--- src/rtl/pipe_stage_reg.sv ---
// Pipeline stage register with valid/ready handshake, flush and bubble insertion.
// Define PIPE_STAGE_SKID_EN to add a skid entry behind the head (registered in_ready).
module pipe_stage_reg #(
  parameter int                    CTRL_WIDTH  = 10,
  parameter int                    DATA_WIDTH  = 32,
  parameter logic [CTRL_WIDTH-1:0] CTRL_BUBBLE = '0
) (
  input  logic                  clk,
  input  logic                  rst_n,
  input  logic                  in_valid,
  output logic                  in_ready,
  input  logic [CTRL_WIDTH-1:0] in_ctrl,
  input  logic [DATA_WIDTH-1:0] in_data,
  input  logic                  flush,
  output logic                  out_valid,
  input  logic                  out_ready,
  output logic [CTRL_WIDTH-1:0] out_ctrl,
  output logic [DATA_WIDTH-1:0] out_data
);

  logic                  head_valid_q, head_valid_d;
  logic [CTRL_WIDTH-1:0] head_ctrl_q, head_ctrl_d;
  logic [DATA_WIDTH-1:0] head_data_q, head_data_d;
  logic                  accept;
  logic                  xfer;

  assign accept    = in_valid & in_ready;
  assign xfer      = head_valid_q & out_ready;
  assign out_valid = head_valid_q;
  assign out_ctrl  = head_valid_q ? head_ctrl_q : CTRL_BUBBLE;
  assign out_data  = head_data_q;

`ifdef PIPE_STAGE_SKID_EN
  logic                  skid_valid_q, skid_valid_d;
  logic [CTRL_WIDTH-1:0] skid_ctrl_q, skid_ctrl_d;
  logic [DATA_WIDTH-1:0] skid_data_q, skid_data_d;

  assign in_ready = ~skid_valid_q;

  always_comb begin
    head_valid_d = head_valid_q;
    head_ctrl_d  = head_ctrl_q;
    head_data_d  = head_data_q;
    skid_valid_d = skid_valid_q;
    skid_ctrl_d  = skid_ctrl_q;
    skid_data_d  = skid_data_q;
    if (flush) begin
      head_valid_d = 1'b0;
      skid_valid_d = 1'b0;
    end else if (skid_valid_q) begin
      // in_ready is low here, so only the skid-to-head move can happen
      if (xfer) begin
        head_ctrl_d  = skid_ctrl_q;
        head_data_d  = skid_data_q;
        skid_valid_d = 1'b0;
      end
    end else if (accept) begin
      if (!head_valid_q || xfer) begin
        head_valid_d = 1'b1;
        head_ctrl_d  = in_ctrl;
        head_data_d  = in_data;
      end else begin
        skid_valid_d = 1'b1;
        skid_ctrl_d  = in_ctrl;
        skid_data_d  = in_data;
      end
    end else if (xfer) begin
      head_valid_d = 1'b0;
    end
  end

  always_ff @(posedge clk) begin
    if (!rst_n) begin
      skid_valid_q <= 1'b0;
      skid_ctrl_q  <= '0;
      skid_data_q  <= '0;
    end else begin
      skid_valid_q <= skid_valid_d;
      skid_ctrl_q  <= skid_ctrl_d;
      skid_data_q  <= skid_data_d;
    end
  end
`else
  assign in_ready = ~head_valid_q | out_ready;

  always_comb begin
    head_valid_d = head_valid_q;
    head_ctrl_d  = head_ctrl_q;
    head_data_d  = head_data_q;
    if (flush) begin
      head_valid_d = 1'b0;
    end else if (accept) begin
      // covers the replace case: accept and transfer on the same edge
      head_valid_d = 1'b1;
      head_ctrl_d  = in_ctrl;
      head_data_d  = in_data;
    end else if (xfer) begin
      head_valid_d = 1'b0;
    end
  end
`endif

  always_ff @(posedge clk) begin
    if (!rst_n) begin
      head_valid_q <= 1'b0;
      head_ctrl_q  <= '0;
      head_data_q  <= '0;
    end else begin
      head_valid_q <= head_valid_d;
      head_ctrl_q  <= head_ctrl_d;
      head_data_q  <= head_data_d;
    end
  end

endmodule

--- config.mk ---
export PLATFORM = sky130hd
export DESIGN_NAME = pipe_stage_reg
export DESIGN_NICKNAME = d
export VERILOG_FILES = /design/src/rtl/pipe_stage_reg.sv
export SDC_FILE = /design/constraint.sdc
export NUM_CORES = 1
export LEC_CHECK = 0
export CORE_MARGIN = 8
export CORE_UTILIZATION = 30
export CTS_BUF_LIST = sky130_fd_sc_hd__clkbuf_8
export CTS_CLUSTER_SIZE = 24
export DETAILED_ROUTE_END_ITERATION = 16
export HOLD_SLACK_MARGIN = 0.05
export PLACE_DENSITY_LB_ADDON = 0.08
export SLEW_MARGIN = 20
export SYNTH_ARGS = -nofsm -noshare
export SYNTH_HDL_FRONTEND = slang
export SYNTH_SLANG_ARGS = --single-unit
--- constraint.sdc ---
create_clock -name clk -period 2 [get_ports clk]
set_clock_uncertainty 0.05 [all_clocks]
set_input_delay 0.3 -clock clk [delete_from_list [all_inputs] [get_ports clk]]
set_output_delay 0.3 -clock clk [all_outputs]
set_load 0.1 [all_outputs]
Yosys cells after proc, flatten, opt, wreduce, memory -nomap -nowiden. Cells that the tools add are included.

Reduce and logical (&&, ||, !) cells: 3. Bitwise logic cells: 6. Muxes and demuxes: 3.

Operators with widths (count): 2-to-1 mux 10 bit (1); inverter 1 bit (3); bitwise AND 1 bit (2); 2-to-1 mux 1 bit (2); AND reduction 2 bit (1); nonzero test 2 bit (1); OR reduction 2 bit (1); OR 1 bit (1).

Word-level logic and storage cells: 15. Input port bits: 47. Register bits: 43. Output and inout port bits: 44.

Depth between registers and ports, before layout.
Depth after elaboration: 4. Mapped depth: 5. Mapped depth without buffers: 3.

Worst setup path after synthesis. No wires, ideal clock.

Path type: register -> output. From: reg head_valid_q (netlist: out_valid). To: out out_ctrl[6]. Path buffers: 1. Path slack: -338 ps. Arrival time: 1988 ps. Stages on the path, launching flop included: 3. Required time: 1650 ps. Cell sequence: dfxtp_1 -> clkbuf_1 -> and2_1.

Longest elaborated chain between the ends: 1.

Ends and longest elaborated chain: from (decl) (line 21) `logic head_valid_q, head_valid_d;`; from (signal assigned) (line 109) `head_valid_q <= head_valid_d;`; 2-to-1 mux 10 bit (line 30) `assign out_ctrl = head_valid_q ? head_ctrl_q : CTRL_BUBBLE;`; to (decl) (line 17) `output logic [CTRL_WIDTH-1:0] out_ctrl,`.

Every way passes these cells.

Worst setup path in the final report.
From: reg head_valid_q (netlist: out_valid). To: out in_ready.

Longest elaborated chain between the ends: 2.

Ends and longest elaborated chain: inverter 1 bit (line 84) `assign in_ready = ~head_valid_q | out_ready;`; OR 1 bit (line 84); to (decl) (line 11) `output logic in_ready,`.

Every way passes these cells.

==> results.py <==
metrics = {
    "outcome": {
        "outcome": "finished, final reports clean",
    },
    "power_and_ir_drop": {
        "static-leakage-power_nw": 1.228,
        "sequentialPowerShare_pct": 42.2,
        "relative_contribution_of_the_clock_network_to_total_power_pct": 32.1,
        "vdd_drop_max_mv": 0.2980,
        "share_comb_of_total_power_pct": 25.7,
        "power_density_mw_per_mm2": 751.3,
        "switching_power_uw": 693.0,
        "power.total_mw": 2.187,
        "intPower_mw": 1.494,
        "swShare_pct": 31.69,
    },
    "setup_path": {
        "crit_path_cell_trace": "nor2b_4 > inv_1 > buf_12",
        "timing.rr.start": "out_valid$_SDFFE_PP0P_",
        "cp_slowest_cell": "sky130_fd_sc_hd__dfxtp_2",
        "r2r_end": "out_data[14]$_SDFFE_PN0P_",
        "worst-r2r-setup-slack_ps": 600,
        "worst-path-buf-inv": 2,
        "timing.setup.critical_path_class": "reg2out",
        "max_stage_delay_ps": 440,
        "cp.required_ps": 1650,
        "r2r_cells": 4,
        "worstSetupEndpointType": "output port",
        "critPathArrivalTime_ps": 1210,
        "startpoint_type": "flop",
        "worst_path_dominant_cell_family": "flip-flops",
        "critical_path_peak_fanout": 12,
    },
    "yosys": {
        "yosys-mux-area-fraction_pct": 22.92,
        "syn-mean-instance-area_um2": 9.217,
        "mappedNetlistArea_mm2": 0.001834,
        "adder_cell_area_share_of_the_yosys_netlist_pct": 0,
        "synth_xor_area_share_pct": 0,
        "net_count_after_synthesis": 246,
        "dominant_combinational_cell_family_by_area_after_synthesis": "multiplexers",
        "synth.distinct_cells": 14,
        "ys_warn_count": 0,
        "synth_compound_area_share_pct": 0,
        "synthSimpleGateAreaFrac_pct": 22.65,
        "yosys_register_bits": 43,
        "synthCells": 199,
        "portion_of_the_post_synthesis_area_used_by_sequential_elements_pct": 46.93,
    },
    "floorplan": {
        "area_of_the_die_mm2": 0.008873,
        "die_width_um": 94.20,
        "start_util_pct": 30.98,
        "die_height_um": 94.20,
        "design.core.area_mm2": 0.005921,
        "io-pin-count": 91,
        "floorplan.rows": 28,
    },
    "route": {
        "ant_nets": 0,
        "initialDrtViolationCount": 47,
        "detailedRoute.firstPassIterationCount": 2,
        "drt-wirelength-per-cell_um": 13.00,
        "detailroute.via_count": 1512,
        "avgViaCountPerCell": 4.188,
        "drc": 0,
        "route.final.wire_length_mm": 4.692,
    },
    "place": {
        "finalWeightedCongestion": 0.6718,
        "post_dp_cell_area_mm2": 0.002793,
        "hpwlAfterDp_mm": 3.377,
        "port_buffers": 90,
    },
    "final_layout": {
        "final_cell_mix": "sky130_fd_sc_hd__nand2_1, sky130_fd_sc_hd__clkdlybuf4s50_1, sky130_fd_sc_hd__mux2i_1, sky130_fd_sc_hd__dfxtp_1, sky130_fd_sc_hd__buf_4",
        "final_design_area_no_fill_mm2": 0.002910,
        "fin_nets": 332,
        "fillCellCount": 568,
        "final_layout_size_suffix_gt1_share_pct": 24.48,
        "layout_commonest_cell": "sky130_fd_sc_hd__nand2_1",
        "diodes": 0,
        "layout-area-overhead-vs-synth_pct": 58.66,
    },
    "timing": {
        "fin_setup_tns_ps": 0,
        "relSlewSlack_pct": 77.75,
        "finalSetupViolCount": 0,
        "min_period_ps": 1563,
        "worst_slew_pin_slew_ps": 333.8,
        "grt_setup_unrepaired": "false",
        "fmaxAchievable_mhz": 639.7,
        "period_share_pct": 78.16,
        "drv_slew": 0,
        "hold_vio_cnt_final": 0,
    },
    "global_route": {
        "globalRouteTotalUtil_pct": 10.65,
        "pin_count_of_the_biggest_net_entering_global_routing": 86,
        "first_global_vias": 1549,
        "grt_pass1_wl_mm": 7.534,
        "initial_antenna_violation_count": 0,
        "grt_remaining_overflow": 0,
    },
    "clock_network": {
        "cts_root_buf": "sky130_fd_sc_hd__clkbuf_8",
        "cts_hold_buf": 0,
        "clock_sink_count": 43,
        "clkLatencyLatePin_ps": 290,
        "htreeDepth": 2,
        "cts_resized": 0,
        "worst_setup_hold_path_clk_slew_ps": 80,
        "number_of_buffers_inserted_during_clock_tree_synthesis": 5,
        "clockBufferDepth": 2,
        "post_cts_buffers": 0,
        "tritoncts": "built",
    },
    "worst_hold_path": {
        "hold_path_class": "reg2reg",
        "timing.hold.worst_endpoint": "head_ctrl_q[0]$_SDFFE_PN0P_",
        "min_delay_path_depth": 2,
        "hp-start": "head_ctrl_q[0]$_SDFFE_PN0P_",
    },
    "flow_run": {
        "drv.max_cap_violation_count": 0,
    },
}
-- Yosys cell counts --
library cell               instances  area share [%]
sky130_fd_sc_hd__nor2b_4           1            0.75
sky130_fd_sc_hd__nand2_1          84              17
sky130_fd_sc_hd__buf_6             1            0.61
sky130_fd_sc_hd__dfxtp_1          43              47
sky130_fd_sc_hd__buf_4             1            0.41
sky130_fd_sc_hd__nor3b_2           1            0.68
sky130_fd_sc_hd__nor2_1            1            0.20
sky130_fd_sc_hd__nor3b_1           1            0.41
sky130_fd_sc_hd__and2_1           10             3.4
sky130_fd_sc_hd__inv_1             1            0.20
sky130_fd_sc_hd__mux2i_1          42              23
sky130_fd_sc_hd__buf_12            4             4.4
sky130_fd_sc_hd__buf_2             1            0.27
sky130_fd_sc_hd__clkbuf_1          8             1.6
-- cells by family after synthesis --
logic type | after synthesis
flip-flops | 43
buffers and inverters | 16
multiplexers | 42
AND/OR/NAND/NOR | 98
-- per-layer routing --
metal  vias up  GRT usage (%)  wire length (um)
met5         -              0                 0
met4         0          3.170                30
met3         4          5.116               442
met2        45          17.38              2202
met1       665          11.96              2016
li1        798              -                 -
-- cell type report --
cell class                      count  area [um2]  area share, %
Tap cell                           75       93.84          3.224
Clock buffer                        6       82.58          2.837
Inverter                            1       3.754         0.1290
Multi-Input combinational cell    140       854.6          29.36
Clock inverter                      2       35.03          1.204
Sequential cell                    43       862.1          29.62
Timing Repair Buffer               94       978.4          33.62
-- power by group through the flow --
stage	clock network (mW)	logic, mW	registers (mW)
4_1_cts	0.732	0.569	0.924
5_1_grt	0.768	0.589	0.929
6_report	0.702	0.562	0.923
2_1_floorplan	0	0.154	1.19
3_5_place_dp	0	0.568	0.944
3_3_place_gp	0	0.565	0.944
-- flip-flops by register name, summed over array words and instances, names as in the netlist --
register and cells:
out_valid 1, head_ctrl_q 10, out_data 32
-- tightest hold or removal path, stage by stage (launching register included) --
cell	delay, ps
sky130_fd_sc_hd__dfxtp_1	310
sky130_fd_sc_hd__nand2_1	50
sky130_fd_sc_hd__mux2i_1	50
-- how the worst max path moves through the flow --
stage | slack, ps | to | startpoint | depth (start not counted)
after floorplan | 260 | out_ctrl[6] | out_valid$_SDFFE_PP0P_ | 2
after detailed placement | 240 | out_data[26]$_SDFFE_PN0P_ | out_ready | 5
after global placement | 290 | out_data[12]$_SDFFE_PN0P_ | out_ready | 5
final | 440 | in_ready | out_valid$_SDFFE_PP0P_ | 3
after global routing | 350 | in_ready | out_valid$_SDFFE_PP0P_ | 3
after CTS | 400 | in_ready | out_valid$_SDFFE_PP0P_ | 3
-- through the flow --
| step | cells | hold WS (ps) | setup WS (ps) | utilization, % |
|---|---|---|---|---|
| after floorplan | 199 | 318.7 | 255.0 | - |
| after global placement | 353 | 388.8 | 289.9 | 47.17 |
| after detailed placement | 353 | 396.1 | 237.8 | 47.17 |
| after CTS | 361 | 409.1 | 398.6 | 49.15 |
| after global routing | 361 | 422.9 | 351.9 | 49.15 |
| final | 361 | 405.8 | 436.8 | 49.15 |
(Power assumes the default switching activity.)
